<file path="config.mk">
export PLATFORM = sky130hd
export DESIGN_NAME = net_host_ctrl
export DESIGN_NICKNAME = d
export VERILOG_FILES = /design/src/rtl/net_host_ctrl_pkg.sv /design/src/rtl/net_host_ctrl.sv
export SDC_FILE = /design/constraint.sdc
export NUM_CORES = 1
export LEC_CHECK = 0
export CAP_MARGIN = 10
export CORE_MARGIN = 3
export CORE_UTILIZATION = 57
export CTS_CLUSTER_SIZE = 12
export DETAILED_ROUTE_END_ITERATION = 6
export PLACE_DENSITY = 0.81
export SYNTH_ARGS = -nofsm -noshare
export SYNTH_HDL_FRONTEND = slang
export SYNTH_SLANG_ARGS = --single-unit
</file>
<file path="constraint.sdc">
create_clock -name clk -period 5.07 [get_ports clk]
set_clock_uncertainty 0.05 [all_clocks]
set_input_delay 1.014 -clock clk [delete_from_list [all_inputs] [get_ports clk]]
set_output_delay 1.014 -clock clk [all_outputs]
set_load 0.005 [all_outputs]
</file>
<file path="src/rtl/net_host_ctrl_pkg.sv">
// Shared types and constants for the net_proc host-side sequencer.
// A 784-byte image pads to 810 bytes (30 chunks of 27) before the run starts.
package net_host_ctrl_pkg;

    typedef enum logic [2:0] {
        IDLE,
        CLEAR,
        LOAD,
        PAD,
        START,
        RUN,
        RESULT
    } net_ctrl_state_t;

    localparam logic [3:0] NET_ERR_IDX = 4'hF;

    localparam int IMG_BYTES_DEF   = 784;
    localparam int CHUNK_BYTES_DEF = 27;
    localparam int RUN_TIMEOUT_DEF = 2**20;

    function automatic int pad_bytes(input int img_bytes, input int chunk_bytes);
        return (chunk_bytes - img_bytes % chunk_bytes) % chunk_bytes;
    endfunction

endpackage

</file>
<file path="src/rtl/net_host_ctrl.sv">
// Host sequencer: streams one image into net_proc data memory, pads it to a
// whole chunk, starts the network and returns its classification or a timeout.
module net_host_ctrl
    import net_host_ctrl_pkg::*;
#(
    parameter int IMG_BYTES   = IMG_BYTES_DEF,
    parameter int CHUNK_BYTES = CHUNK_BYTES_DEF,
    parameter int RUN_TIMEOUT = RUN_TIMEOUT_DEF
) (
    input  logic       clk,
    input  logic       rst,
    input  logic       s_valid,
    output logic       s_ready,
    input  logic [7:0] s_data,
    output logic       m_valid,
    input  logic       m_ready,
    output logic [3:0] m_data,
    output logic       m_err,
    output logic       busy,
    output logic       np_start,
    input  logic       np_done,
    input  logic [3:0] np_max_idx,
    output logic       mem_rst,
    output logic       mem_we,
    output logic [7:0] mem_wdata
);

    localparam int PAD_BYTES = pad_bytes(IMG_BYTES, CHUNK_BYTES);
    localparam int BCW       = $clog2(IMG_BYTES + 1);
    localparam int RCW       = $clog2(RUN_TIMEOUT);

    localparam logic [BCW-1:0] IMG_LAST = BCW'(IMG_BYTES - 1);
    localparam logic [BCW-1:0] PAD_LAST = BCW'((PAD_BYTES > 0) ? PAD_BYTES - 1 : 0);
    localparam logic [RCW-1:0] RUN_LAST = RCW'(RUN_TIMEOUT - 1);

    net_ctrl_state_t r_state;
    net_ctrl_state_t w_next;

    logic [BCW-1:0] r_byte_cnt;
    logic [RCW-1:0] r_run_cnt;
    logic [3:0]     r_m_data;
    logic           r_m_err;

    logic w_img_last;
    logic w_pad_last;
    logic w_run_last;

    assign w_img_last = (r_byte_cnt == IMG_LAST);
    assign w_pad_last = (r_byte_cnt == PAD_LAST);
    assign w_run_last = (r_run_cnt == RUN_LAST);

    // NOTE: synchronous state uses non-blocking assignments so every flop
    // samples pre-edge values regardless of process ordering.
    always_ff @(posedge clk) begin
        if (rst) r_state <= IDLE;
        else     r_state <= w_next;
    end

    // NOTE: the default assignment before the case keeps this block purely
    // combinational; any path leaving w_next unassigned would infer a latch.
    always_comb begin
        w_next = r_state;
        case (r_state)
            IDLE:    if (s_valid) w_next = CLEAR;
            CLEAR:   w_next = LOAD;
            LOAD:    if (s_valid && w_img_last) w_next = (PAD_BYTES == 0) ? START : PAD;
            PAD:     if (w_pad_last) w_next = START;
            START:   w_next = RUN;
            RUN:     if (np_done || w_run_last) w_next = RESULT;
            RESULT:  if (m_ready) w_next = IDLE;
            default: w_next = IDLE;
        endcase
    end

    // byte_cnt is shared: it counts image bytes in LOAD and pad bytes in PAD.
    always_ff @(posedge clk) begin
        if (rst) begin
            r_byte_cnt <= '0;
            r_run_cnt  <= '0;
            r_m_data   <= '0;
            r_m_err    <= 1'b0;
        end else begin
            case (r_state)
                LOAD: begin
                    if (s_valid) r_byte_cnt <= w_img_last ? '0 : r_byte_cnt + BCW'(1);
                end
                PAD: begin
                    r_byte_cnt <= w_pad_last ? '0 : r_byte_cnt + BCW'(1);
                end
                RUN: begin
                    if (r_run_cnt != '1) r_run_cnt <= r_run_cnt + RCW'(1);
                    if (np_done) begin
                        r_m_data <= np_max_idx;
                        r_m_err  <= 1'b0;
                    end else if (w_run_last) begin
                        r_m_data <= NET_ERR_IDX;
                        r_m_err  <= 1'b1;
                    end
                end
                RESULT: ;
                default: begin
                    r_byte_cnt <= '0;
                    r_run_cnt  <= '0;
                end
            endcase
        end
    end

    // All handshake and memory controls decode from the registered state, so
    // m_valid never depends on m_ready and the write port idles outside LOAD/PAD.
    assign s_ready   = (r_state == LOAD);
    assign mem_we    = ((r_state == LOAD) && s_valid) || (r_state == PAD);
    assign mem_wdata = (r_state == LOAD) ? s_data : 8'h00;
    assign mem_rst   = (r_state == CLEAR);
    assign np_start  = (r_state == START);
    assign m_valid   = (r_state == RESULT);
    assign busy      = (r_state != IDLE);
    assign m_data    = r_m_data;
    assign m_err     = r_m_err;

endmodule
</file>
==> results.toml <==
[status]
status = "finished, final reports clean"

[global_route]
global_route.usage.total_pct = 23.3
first_global_vias = 1916
grt_start_max_net_pins = 20
global_route_wire_length_before_repair_um = 8460
antenna_found_initial = 0
grt-ovfl-total = 0

[worst_setup_path]
cp_max_fo = 10
rr_worst_depth = 5
timing.critical_path.required_ns = 4.01
regToRegEndpoint = "r_byte_cnt[1]"
critical_path.startpoint_type = "primary input"
rr_startpoint = "r_state[0]"
setup.worst_path.class = "primary input to primary output"
critical_path_end_type = "primary output"
r2r_setup_slack_ns = 2.52
crit_arrival_ns = 2.69

[logic_synthesis]
postSynth.asyncResetShare_pct = 0
synthDominantCellAreaShare_pct = 34.2
ys.warnings.count = 0
post-synth-top-count-cell = "dfxtp_1"
dominantRegCellSynth = "dfxtp_1"
post_synth_most_frequent_cells = "38 x dfxtp_1, 32 x nor2_1, 26 x nand2_1, 20 x nand3_1, 19 x a21oi_1"
syn-num-nets = 306
post_synthesis_cell_area_um2 = 2220
cell_count_after_synthesis = 286
synth_seq_cells = 38
synth.area.top_cells = "dfxtp_1 34%, nor2_1 5.4%, xnor2_1 4.7%, nand3_1 4.5%, nand2_1 4.4%"
netlist.top_cell.by_area = "dfxtp_1"
syn_avg_cell_area_um2 = 7.77
synth_edf_count = 0
seq_area_frac_synth_pct = 34.2
synthDistinctLibCells = 52

[clock_tree]
clock_sinks = 38
hold_buffers = 0
clock_tree.buffer_depth = 2
cts-root-buf = "clkbuf_8"
post-cts-setup-buffers = 0
clk-insertion-delay-late_ns = 0.29
htree_num_levels = 2
cts.reportedPaths.clkPinSlew_ns = 0.08
cts_inserted_buffers = 5
clock_tree_from_tritoncts = "built"
post_cts_gate_resize_count = 0

[power]
power.leakage_nw = 0.868
powerDensity_nw_per_um2 = 241
irDropWorstVdd_mv = 0.128
cellInternalPower_w = 0.000466
power.share.switching_pct = 28.0
portion_of_total_power_attributed_to_the_clock_network_pct = 33.9
p_seq_share_pct = 49.1
p_sw_w = 0.000181
comb_power_share_pct = 17.0

[die]
floorplan.die.width_um = 68.5
dieArea_um2 = 4690
core.rowCount = 22
floorplan.initialDensity_pct = 59.8
num_io_pins = 36
coreArea_um2 = 3720
die_height_um = 68.5

[final_layout]
insertedDiodeCount = 0
layout.cells.non_filler = 363
final_core_utilization_pct = 72.1
layout.nets = 334
final.fill_count = 315
drive_gt1_share_pct = 7.30
area_growth_syn_to_layout_pct = 20.4

[hold_path]
timing.hold.worst_endpoint = "r_run_cnt[19]"
holdCritStartpoint = "r_run_cnt[19]"
min_delay_worst_type = "register to register"
hold-path-cell-count = 2

[route]
ant_nets = 0
top_layer_used = "met4"
drt_iter0_markers = 144
drc = 0
met2RoutedLength_um = 2400
final_wl_um = 5040
avgRoutedWirePerCell_um = 13.9
met3WireLength_um = 260
detail_route.vias_per_cell = 6.06
num_vias = 2200
detailedRoute.firstPassIterationCount = 4
route.layer.met1.wl_um = 2290

[timing]
post-route-min-period_ns = 3.75
grt_setup_unrepaired = "false"
report.final.hold_viol_count = 0
setup_violations = 0
layout_worst_path_cycle_share_pct = 74.0
tightest_slew_ns = 1.06
timing.fmax_ghz = 0.267
fin_worst_hold_slack_ns = 0.446
timing.setup.tns_ns = 0
number_of_max_slew_violations_in_the_final_report = 0
worst_slew_margin_rel_pct = 29.1

[placed_design]
io_buffer_count = 35
post-place-cells = 355
detailedPlacementHpwl_um = 3630
gp_congestion = 0.783

[flow_run]
cap_viol_max_count = 0
flip-flops by register name, summed over array words and instances, names as in the netlist:
| name | count |
|---|---|
| m_data | 4 |
| r_run_cnt | 20 |
| r_state | 3 |
| r_byte_cnt | 10 |
| m_err | 1 |
metal layers:
metal | up-vias | track usage [%]
li1 | 1109 | -
met1 | 1021 | 29.7
met2 | 62 | 38.1
met3 | 8 | 5.42
met4 | 0 | 8.19
met5 | - | 0
critical path: stages:
cell	delay (ns)
clkdlybuf4s50_1	0.45
nor2_1	0.06
nor2_1	0.53
clkdlybuf4s50_1	0.63
metrics by stage:
step / total power, W / area (um^2) / worst slack [ns]
2_1_floorplan: 0.000383 / 2220 / 2.56
3_5_place_dp: 0.000434 / 2580 / 1.32
3_3_place_gp: 0.000434 / 2580 / 1.33
4_1_cts: 0.000650 / 2680 / 1.30
5_1_grt: 0.000680 / 2680 / 1.13
6_report: 0.000646 / 2680 / 1.32
layout by cell type (no fill, tap or decap), drive strengths merged, types with 2 or more instances in the layout:
master,instances
nand3b,3
nor3,12
xnor2,12
or2,3
ha,3
dfxtp,38
nand2,26
o31ai,4
o21ai,10
a211o,2
a21oi,19
clkbuf,6
or4,7
or3,4
nand3,20
a31oi,7
and3,10
buf,2
nor3b,4
and2,3
nand4b,6
clkdlybuf4s50,35
nor4,7
nor2,32
nand2b,2
inv,6
nand4,12
power groups by stage:
stage	clock network (W)	registers, W	logic, W
after detailed placement	0	0.000324	0.000109
after global placement	0	0.000324	0.000110
after floorplan	0	0.000312	0.0000712
after global routing	0.000235	0.000321	0.000124
after CTS	0.000222	0.000317	0.000110
final	0.000219	0.000317	0.000110
worst max path at each step:
stage          cells past startpoint  slack [ns]       start      endpoint
3_5_place_dp                       4        1.32     s_valid        mem_we
5_1_grt                            3        1.13  r_state[1]  mem_wdata[5]
4_1_cts                            4        1.30     s_valid        mem_we
3_3_place_gp                       4        1.33     s_valid        mem_we
6_report                           4        1.32     s_valid        mem_we
2_1_floorplan                      2        2.56     s_valid        mem_we
layout make-up:
class,count,area [um^2],area share (%)
flip-flops and latches,38,761,28.4
inverters,6,22.5,0.841
multi-input cells,226,1370,51.3
well taps,48,60.1,2.24
clock buffers,6,82.6,3.08
clock inverters,2,12.5,0.467
repair buffers,37,365,13.6
kinds of logic after synthesis:
family,share of synthesized area (%)
XOR/XNOR,5.12
AND/OR/NAND/NOR,39.1
adder cells (fa/ha/maj),1.69
AO/OA/AOI/OAI,15.9
flip-flops,34.2
buffers and inverters,4.00
(Power assumes the default switching activity.)
